## src/rtl/muldiv_pkg.sv

```systemverilog
// Shared definitions for the multiply/divide unit: op encodings, FSM state type, op decode helpers.
package muldiv_pkg;

  localparam logic [1:0] OP_MULTU = 2'b00;
  localparam logic [1:0] OP_MULT  = 2'b01;
  localparam logic [1:0] OP_DIVU  = 2'b10;
  localparam logic [1:0] OP_DIV   = 2'b11;

  typedef enum logic [1:0] {
    StIdle,
    StRun,
    StDone
  } state_e;

  function automatic logic op_is_div(input logic [1:0] op);
    return op[1];
  endfunction

  function automatic logic op_is_signed(input logic [1:0] op);
    return op[0];
  endfunction

endpackage

```

## src/rtl/muldiv_negate.sv

```systemverilog
// Conditional two's-complement negate, used for operand magnitudes and result sign fix-up.
module muldiv_negate #(
  parameter int unsigned wide = 32
) (
  input  logic [wide-1:0] din,
  input  logic            neg,
  output logic [wide-1:0] dout
);

  assign dout = neg ? ((~din) + wide'(1)) : din;

endmodule

```

## src/rtl/muldiv_unit.sv

```systemverilog
// Radix-2 iterative HI/LO multiply/divide unit with MTHI/MTLO writes.
// Optional MULDIV_FAST_MUL_EN: multiplies complete through a single-cycle product.
module muldiv_unit
  import muldiv_pkg::*;
#(
  parameter int unsigned wide = 32
) (
  input  logic            clk,
  input  logic            rst,
  input  logic            start,
  input  logic [1:0]      op,
  input  logic [wide-1:0] a,
  input  logic [wide-1:0] b,
  input  logic            we_hi,
  input  logic            we_lo,
  input  logic [wide-1:0] wd,
  output logic            busy,
  output logic            done,
  output logic            div_zero,
  output logic [wide-1:0] hi,
  output logic [wide-1:0] lo
);

  localparam int unsigned CntW = (wide > 1) ? $clog2(wide) : 1;
  localparam logic [CntW-1:0] CntLast = CntW'(wide - 1);

  state_e          state_q;
  logic [CntW-1:0] cnt_q;
  logic [1:0]      op_q;
  logic            sign_q;     // product / quotient negate
  logic            rem_neg_q;  // remainder takes dividend sign
  logic            dz_q;
  logic [wide:0]   p_hi_q;     // accumulator or partial remainder
  logic [wide-1:0] p_lo_q;     // multiplier or dividend/quotient
  logic [wide-1:0] mcand_q;    // multiplicand or divisor magnitude

  logic [wide-1:0] a_abs, b_abs;
  logic            start_sign;

  assign start_sign = op_is_signed(op) & (a[wide-1] ^ b[wide-1]);

  muldiv_negate #(.wide(wide)) u_abs_a (
    .din  (a),
    .neg  (op_is_signed(op) & a[wide-1]),
    .dout (a_abs)
  );

  muldiv_negate #(.wide(wide)) u_abs_b (
    .din  (b),
    .neg  (op_is_signed(op) & b[wide-1]),
    .dout (b_abs)
  );

  // One iteration of shift-add multiply or restoring divide.
  logic [wide:0]   mul_sum, div_shift, div_diff;
  logic            div_ge;
  logic [wide:0]   step_hi;
  logic [wide-1:0] step_lo;

  always_comb begin
    mul_sum   = p_hi_q + (p_lo_q[0] ? {1'b0, mcand_q} : '0);
    div_shift = {p_hi_q[wide-1:0], p_lo_q[wide-1]};
    div_ge    = (div_shift >= {1'b0, mcand_q});
    div_diff  = div_shift - {1'b0, mcand_q};
    if (op_is_div(op_q)) begin
      step_hi = div_ge ? div_diff : div_shift;
      step_lo = {p_lo_q[wide-2:0], div_ge};
    end else begin
      step_hi = {1'b0, mul_sum[wide:1]};
      step_lo = {mul_sum[0], p_lo_q[wide-1:1]};
    end
  end

  logic [2*wide-1:0] prod_fix;
  logic [wide-1:0]   quo_fix, rem_fix;

  muldiv_negate #(.wide(2 * wide)) u_fix_prod (
    .din  ({step_hi[wide-1:0], step_lo}),
    .neg  (sign_q),
    .dout (prod_fix)
  );

  muldiv_negate #(.wide(wide)) u_fix_quo (
    .din  (step_lo),
    .neg  (sign_q),
    .dout (quo_fix)
  );

  muldiv_negate #(.wide(wide)) u_fix_rem (
    .din  (step_hi[wide-1:0]),
    .neg  (rem_neg_q),
    .dout (rem_fix)
  );

  logic [wide-1:0] res_hi, res_lo;

  // Zero divisor leaves |a| as remainder, which the dividend-sign fix-up turns back into a.
  always_comb begin
    if (op_is_div(op_q)) begin
      res_hi = rem_fix;
      res_lo = dz_q ? '1 : quo_fix;
    end else begin
      {res_hi, res_lo} = prod_fix;
    end
  end

`ifdef MULDIV_FAST_MUL_EN
  logic [2*wide-1:0] fast_mag, fast_res;

  assign fast_mag = (2 * wide)'(a_abs) * (2 * wide)'(b_abs);

  muldiv_negate #(.wide(2 * wide)) u_fix_fast (
    .din  (fast_mag),
    .neg  (start_sign),
    .dout (fast_res)
  );
`endif

  always_ff @(posedge clk) begin
    if (rst) begin
      state_q   <= StIdle;
      cnt_q     <= '0;
      op_q      <= OP_MULTU;
      sign_q    <= 1'b0;
      rem_neg_q <= 1'b0;
      dz_q      <= 1'b0;
      p_hi_q    <= '0;
      p_lo_q    <= '0;
      mcand_q   <= '0;
      busy      <= 1'b0;
      done      <= 1'b0;
      div_zero  <= 1'b0;
      hi        <= '0;
      lo        <= '0;
    end else begin
      unique case (state_q)
        StIdle, StDone: begin
          state_q  <= StIdle;
          done     <= 1'b0;
          div_zero <= 1'b0;
          if (start) begin
            op_q      <= op;
            sign_q    <= start_sign;
            rem_neg_q <= op_is_signed(op) & a[wide-1];
            dz_q      <= op_is_div(op) & (b == '0);
            cnt_q     <= '0;
            p_hi_q    <= '0;
            p_lo_q    <= a_abs;
            mcand_q   <= b_abs;
`ifdef MULDIV_FAST_MUL_EN
            if (!op_is_div(op)) begin
              {hi, lo} <= fast_res;
              state_q  <= StDone;
              done     <= 1'b1;
            end else begin
              state_q <= StRun;
              busy    <= 1'b1;
            end
`else
            state_q <= StRun;
            busy    <= 1'b1;
`endif
          end else begin
            if (we_hi) hi <= wd;
            if (we_lo) lo <= wd;
          end
        end
        StRun: begin
          p_hi_q <= step_hi;
          p_lo_q <= step_lo;
          cnt_q  <= cnt_q + CntW'(1);
          if (cnt_q == CntLast) begin
            state_q  <= StDone;
            busy     <= 1'b0;
            done     <= 1'b1;
            div_zero <= dz_q;
            hi       <= res_hi;
            lo       <= res_lo;
          end
        end
        default: begin
          state_q <= StIdle;
          busy    <= 1'b0;
          done    <= 1'b0;
        end
      endcase
    end
  end

endmodule
```

## config.mk

```make
export PLATFORM = sky130hd
export DESIGN_NAME = muldiv_unit
export DESIGN_NICKNAME = d
export VERILOG_FILES = /design/src/rtl/muldiv_pkg.sv /design/src/rtl/muldiv_negate.sv /design/src/rtl/muldiv_unit.sv
export SDC_FILE = /design/constraint.sdc
export NUM_CORES = 1
export LEC_CHECK = 0
export ABC_AREA = 1
export CAP_MARGIN = 40
export CORE_MARGIN = 10
export CORE_UTILIZATION = 25
export CTS_CLUSTER_SIZE = 20
export DETAILED_ROUTE_END_ITERATION = 8
export PLACE_DENSITY = 0.44
export REMOVE_ABC_BUFFERS = 1
export SLEW_MARGIN = 20
export SYNTH_ARGS = -nofsm -noshare
export SYNTH_HDL_FRONTEND = slang
export SYNTH_HIERARCHICAL = 1
export SYNTH_SLANG_ARGS = --single-unit
export TNS_END_PERCENT = 50
```

## constraint.sdc

```tcl
create_clock -name clk -period 9 [get_ports clk]
set_input_delay 1.8 -clock clk [delete_from_list [all_inputs] [get_ports clk]]
set_output_delay 1.8 -clock clk [all_outputs]
set_load 0.005 [all_outputs]
```

-- After elaboration in Yosys (flattened, before gate mapping)
Cells that the tools add are included.
- add/sub/neg operators: 8
- $lt $le $gt $ge: 1
- equality and inequality tests: 8
- multiplexer cells: 34
- bitwise logic cells: 11
- reduce and logical (&&, ||, !) cells: 11
- operators by type and width (operator ; count):
    $mux W32 ; 16
    $pmux W32 S2 ; 3
    $add A32 B1 Y32 const B ; 4
    $not A32 Y32 ; 4
    $mux W33 ; 3
    $pmux W33 S2 ; 1
    $add A64 B1 Y64 const B ; 1
    $mux W64 ; 1
    $not A64 Y64 ; 1
    $add A33 B32 Y33 ; 1
    $ge A33 B32 Y1 ; 1
    $sub A33 B32 Y33 ; 1
    $logic_not A32 Y1 ; 1
    $ne A2 B2 Y1 const B ; 5
    $pmux W5 S2 ; 1
    $reduce_and A2 Y1 ; 4
    $reduce_and A4 Y1 ; 2
    $add A5 B1 Y5 const B ; 1
    $eq A5 B5 Y1 const B ; 1
    $mux W5 ; 1
    $and A1 B1 Y1 ; 4
    $mux W1 ; 4
    $pmux W1 S2 ; 2
    $pmux W2 S2 ; 1
    8 further kinds ; 9
- bits in registers: 176
- bits of input ports: 103
- output and inout port bits: 67
- logic and storage cells: 87

-- Longest topological paths before layout
- depth after elaboration: 10
- gate-level depth with buffers: 31
- gate-level depth less buffers: 29

-- By module
Netlist, hierarchy kept.
- modules (own cells, without submodules) (module ; instances ; cells each ; area an instance (um^2) ; sequential area each (um^2)):
    muldiv_unit ; 1 ; 2201 ; 13284.0 ; 3503.4
    muldiv_negate (u_abs_a ...) ; 4 ; 227 ; 1108.6 ; 0.0
    muldiv_negate (u_fix_prod) ; 1 ; 498 ; 2466.1 ; 0.0

-- Worst setup path after synthesis
Ideal clock, no wire load.
- kind: register to register
- start point: reg p_lo_q[0]
- end point: reg hi[15]
- library setup time: 0.074 ns
- arrival: 3.593 ns
- required time: 8.926 ns
- slack: 5.332 ns
- cell stages (with the launch flop): 29
- path buffers: 2
- clock period less this slack: 3.668 ns
- cells stage by stage: dfxtp_1 > clkbuf_1 > clkbuf_1 > nand2_1 > inv_1 > ha_1 > a21oi_1 > nand2_1 > nand3_1 > nand2_1 > nand2_1 > nand2_1 > xnor2_1 > nand2_1 > a21boi_0 > inv_1 > nand3_1 > nor2_1 > nand2_1 > inv_1 > nand2_1 > nand2_1 > nand2_1 > nand2_1 > inv_1 > nor2_1 > nor2_1 > o21ai_0 > a31oi_1
- longest elaborated chain between the ends: 9
- elaborated cells on any way between the ends: 13
- classes of those cells: add/sub (3); mux (8); bitwise (2)
- RTL lines (item ; RTL line ; text):
    start, declared ; muldiv_unit.sv:34 ; logic [wide-1:0] p_lo_q;
    start signal, assigned ; muldiv_unit.sv:148 ; p_lo_q <= a_abs;
    start signal, assigned ; muldiv_unit.sv:170 ; p_lo_q <= step_lo;
    $mux W32 ; muldiv_unit.sv:61 ; mul_sum = p_hi_q + (p_lo_q[0] ? {1'b0, mcand_q} : '0);
    $add A33 B32 Y33 ; muldiv_unit.sv:61 ;
    $mux W33 ; muldiv_unit.sv:65 ; if (op_is_div(op_q)) begin
    via step_hi[8] ; muldiv_unit.sv:57 ; logic [wide:0] step_hi;
    $not A64 Y64 ; muldiv_negate.sv:10 ; assign dout = neg ? ((~din) + wide'(1)) : din;
    $add A64 B1 Y64 ; muldiv_negate.sv:10 ;
    $mux W64 ; muldiv_negate.sv:10 ;
    via prod_fix[47] ; muldiv_unit.sv:74 ; logic [2*wide-1:0] prod_fix;
    $mux W32 ; muldiv_unit.sv:99 ; if (op_is_div(op_q)) begin
    $mux W32 ; muldiv_unit.sv:172 ; if (cnt_q == CntLast) begin
    $pmux W32 S2 ; muldiv_unit.sv:136 ; unique case (state_q)
    end signal, assigned ; muldiv_unit.sv:164 ; if (we_hi) hi <= wd;
    end signal, assigned ; muldiv_unit.sv:177 ; hi <= res_hi;
    end, declared ; muldiv_unit.sv:20 ; output logic [wide-1:0] hi,
The timed path passes the listed nets, and every way through them passes these cells. The select of a mux whose other input is x is not followed.
A chain may end at the register's enable or synchronous reset.

-- Worst setup path in the final report
- start point: reg p_hi_q[6]
- end point: reg hi[29]
- longest elaborated chain between the ends: 9
- elaborated cells on any way between the ends: 15
- classes of those cells: add/sub (4); order compare (1); mux (8); bitwise (2)
- RTL lines (item ; RTL line ; text):
    start, declared ; muldiv_unit.sv:33 ; logic [wide:0] p_hi_q;
    start signal, assigned ; muldiv_unit.sv:169 ; p_hi_q <= step_hi;
    $ge A33 B32 Y1 ; muldiv_unit.sv:63 ; div_ge = (div_shift >= {1'b0, mcand_q});
    $mux W33 ; muldiv_unit.sv:66 ; step_hi = div_ge ? div_diff : div_shift;
    $mux W33 (*) ; muldiv_unit.sv:65 ;
    via step_hi[6] ; muldiv_unit.sv:57 ;
    $not A64 Y64 (*) ; muldiv_negate.sv:10 ;
    $add A64 B1 Y64 (*) ; muldiv_negate.sv:10 ;
    $mux W64 (*) ; muldiv_negate.sv:10 ;
    via prod_fix[61] ; muldiv_unit.sv:74 ;
    $mux W32 (*) ; muldiv_unit.sv:99 ;
    $mux W32 (*) ; muldiv_unit.sv:172 ;
    $pmux W32 S2 (*) ; muldiv_unit.sv:136 ;
Mark *: on every way through the listed nets, which the timed path passes. The rest lies on a longest branch. The select of a mux whose other input is x is not followed.

==> flow_summary.toml <==
[yosys]
synth-seq-cells = 175
synthesis.area_sq_um = 20200
synthArstFlopShare = 0
synth_cell_types = 51
ys.flop_type = "dfxtp_1"
netlist_instances = 3607
yosys_warnings = 6
synth_edf_count = 0
syn_area_per_cell_sq_um = 5.60
ys_seq_area_frac = 0.174

[place]
placed_area_sq_um = 23100
dp_hpwl_microns = 74000
port_buffers = 169
place_congestion = 0.934
post-place-cells = 4767

[floorplanning]
num_io_pins = 170
die_area_sq_um = 92500
core_sq_um = 80300
placementRows = 104
die_h_microns = 304
start_util = 0.251
fp.dieW_microns = 304

[routing]
postRouteWirelength_microns = 91700
vias = 23200
final_antenna_net_count = 0
via_per_inst = 4.84
drtIter0Drc = 1633
drc = 0
firstDrtPassIters = 7
wire_per_inst_microns = 19.1

[global_routing]
grt_pass1_wl_microns = 138000
grt_max_degree = 73
grt_pass1_vias = 22200
grt_antenna_before_repair = 0
grt_overflow = 0
grtUsageTotal = 0.191

[clock_tree]
root_buffer = "clkbuf_16"
tritoncts = "built"
post_cts_resized = 0
clk_latency_ns = 0.52
clockBufferDepth = 2
clock_sinks = 175
h-tree-depth = 4
clk_pin_slew_ns = 0.09
numCtsBuffers = 17
postCtsSetupRepairBufs = 0
postCtsHoldBufs = 0

[sta]
skew_ns = 0.0246
slew_headroom = 0.434
hold_viol_final = 0
setup_tns_ns = 0
layout_min_cycle_time_ns = 4.98
tightestPinTransition_ns = 0.847
slew_violations = 0
clock.fmax_mhz = 201
rsz0062_at_grt = "no"
finalSetupViolCount = 0
worst_hold_slack_ns = 0.464
period_share = 0.554

[cells_and_area]
area.sequential_sq_um = 3510
drive_gt1_frac = 0.0746
multi_input_area_sq_um = 14500
area_growth_pct = 17.7
fin_nets = 3903
nFillCells = 9242
fin_cells = 4800
n_antenna_cell = 0
stdcell_area_sq_um = 23800

[critical_path]
arrival_ns = 5.36
end_kind = "register"
crit_fanout = 40
slowest_delay_ns = 0.47
cp.required_ns = 9.38
critPathBufInv = 1
critPathLaunchType = "register"
path_class = "reg2reg"
path_delay_family = "simple AND/OR/NAND/NOR gates"
cpMaxStageDelayCell = "nand2_4"
critPathMostFrequentCell = "nand2_1"

[power]
power_density_nw_per_um2 = 135
ir_worst_vdd_mv = 0.162
leakage_uw = 0.0116
power_uw = 3210

[flow_run]
maxCapViolCount = 0

[status]
status = "completed"

[min_path]
hold_path.class = "reg2reg"
-- report_power, final --
| part | internal, uW | total [uW] | leakage (uW) | switching (uW) |
|---|---|---|---|---|
| Combinational | 488 | 1500 | 0.00983 | 1020 |
| Sequential | 825 | 864 | 0.00144 | 38.6 |
| Clock | 402 | 842 | 0.000302 | 440 |
| Total | 1710 | 3210 | 0.0116 | 1490 |
-- kinds of logic (layout without fill, tap and decap cells) --
family / after synthesis / count (layout) / share of synthesized area
buf+inv: 564 / 697 / 0.111
simple gates: 2121 / 2121 / 0.459
compound gates: 568 / 568 / 0.164
flops: 175 / 175 / 0.174
fa+ha+maj: 73 / 73 / 0.0460
xor+xnor: 106 / 106 / 0.0464
-- per-stage QoR --
stage	utilization	worst slack, ns
after floorplan	-	2.21
after global placement	0.287	3.89
after detailed placement	0.288	4.11
after CTS	0.296	4.07
after global routing	0.296	3.71
final	0.296	4.02
-- layer usage --
metal	track usage	vias to the layer above	routed length [microns]
met5	0	-	0
met4	0.0626	0	2670
met3	0.0248	109	3800
met2	0.321	553	42700
met1	0.250	10700	42500
li1	-	11800	-
-- final cells by class --
| cell class | count | area share |
|---|---|---|
| clock inverter | 15 | 0.00800 |
| timing repair buffer | 225 | 0.0915 |
| inverter | 440 | 0.0704 |
| multi-input combinational | 2868 | 0.609 |
| sequential | 175 | 0.148 |
| clock buffer | 17 | 0.0179 |
| tap | 1060 | 0.0558 |
-- registers in the layout, indices dropped and copies added, names as in the netlist, 2 cells and up --
register / flops
p_hi_q: 33
hi: 32
lo: 32
mcand_q: 32
p_lo_q: 32
cnt_q: 5
state_q: 2
-- worst min-delay path: cells and delay by family, from the launching register on --
family | cells | cell delay (ns)
and+or+nand+nor | 1 | 0.06
AOI/OAI and AO/OA | 1 | 0.05
DFF | 1 | 0.32
-- synth_stat cells (all sizes together), types with 5 or more instances --
cell / number / area share
a21boi: 5 / 0.0019
a21oi: 124 / 0.031
a22oi: 19 / 0.0071
a31oi: 60 / 0.019
and2: 11 / 0.0034
buf: 39 / 0.012
clkbuf: 85 / 0.016
dfxtp: 175 / 0.17
ha: 71 / 0.044
inv: 440 / 0.083
nand2: 1243 / 0.24
nand3: 244 / 0.065
nand3b: 16 / 0.0060
nand4: 42 / 0.013
nor2: 531 / 0.12
nor3: 14 / 0.0037
nor4: 11 / 0.0034
o211ai: 13 / 0.0048
o21a: 9 / 0.0033
o21ai: 291 / 0.077
o21bai: 8 / 0.0030
o221ai: 32 / 0.014
or2: 7 / 0.0022
xnor2: 56 / 0.024
xor2: 50 / 0.022
-- path summary, 6_finish.rpt --
| path | startpoint | endpoint | slack, ns | cells after the start |
|---|---|---|---|---|
| setup / recovery | p_hi_q[6] | hi[29] | 4.02 | 25 |
| hold / removal | div_zero | div_zero | 0.46 | 2 |
| setup reg to reg | p_hi_q[6] | hi[29] | 4.02 | 25 |
| hold reg to reg | div_zero | div_zero | 0.46 | 2 |
-- layout by cell type, fill, tap and decap left out, types with 11 or more instances in the layout --
cell type,Yosys,routed
nor4_1,11,11
nand4_1,42,42
xnor2_1,56,56
o21ai_0,264,264
nor2_1,446,444
xor2_1,49,49
clkbuf_16,0,17
o21ai_1,12,12
a21oi_1,122,122
nand2_1,1202,1199
inv_1,424,422
o211ai_1,13,13
nand3b_1,16,16
nand3_2,11,11
clkdlybuf4s50_1,0,169
inv_2,12,13
nor2_4,33,34
o221ai_1,32,32
nand3_1,230,230
nor3_1,13,13
buf_4,12,47
nand2_2,32,35
ha_1,71,71
dfxtp_1,175,173
a31oi_1,60,60
nor2_2,43,44
and2_1,11,11
a22oi_1,19,19
Note: power is estimated with default switching activity, not from simulation.
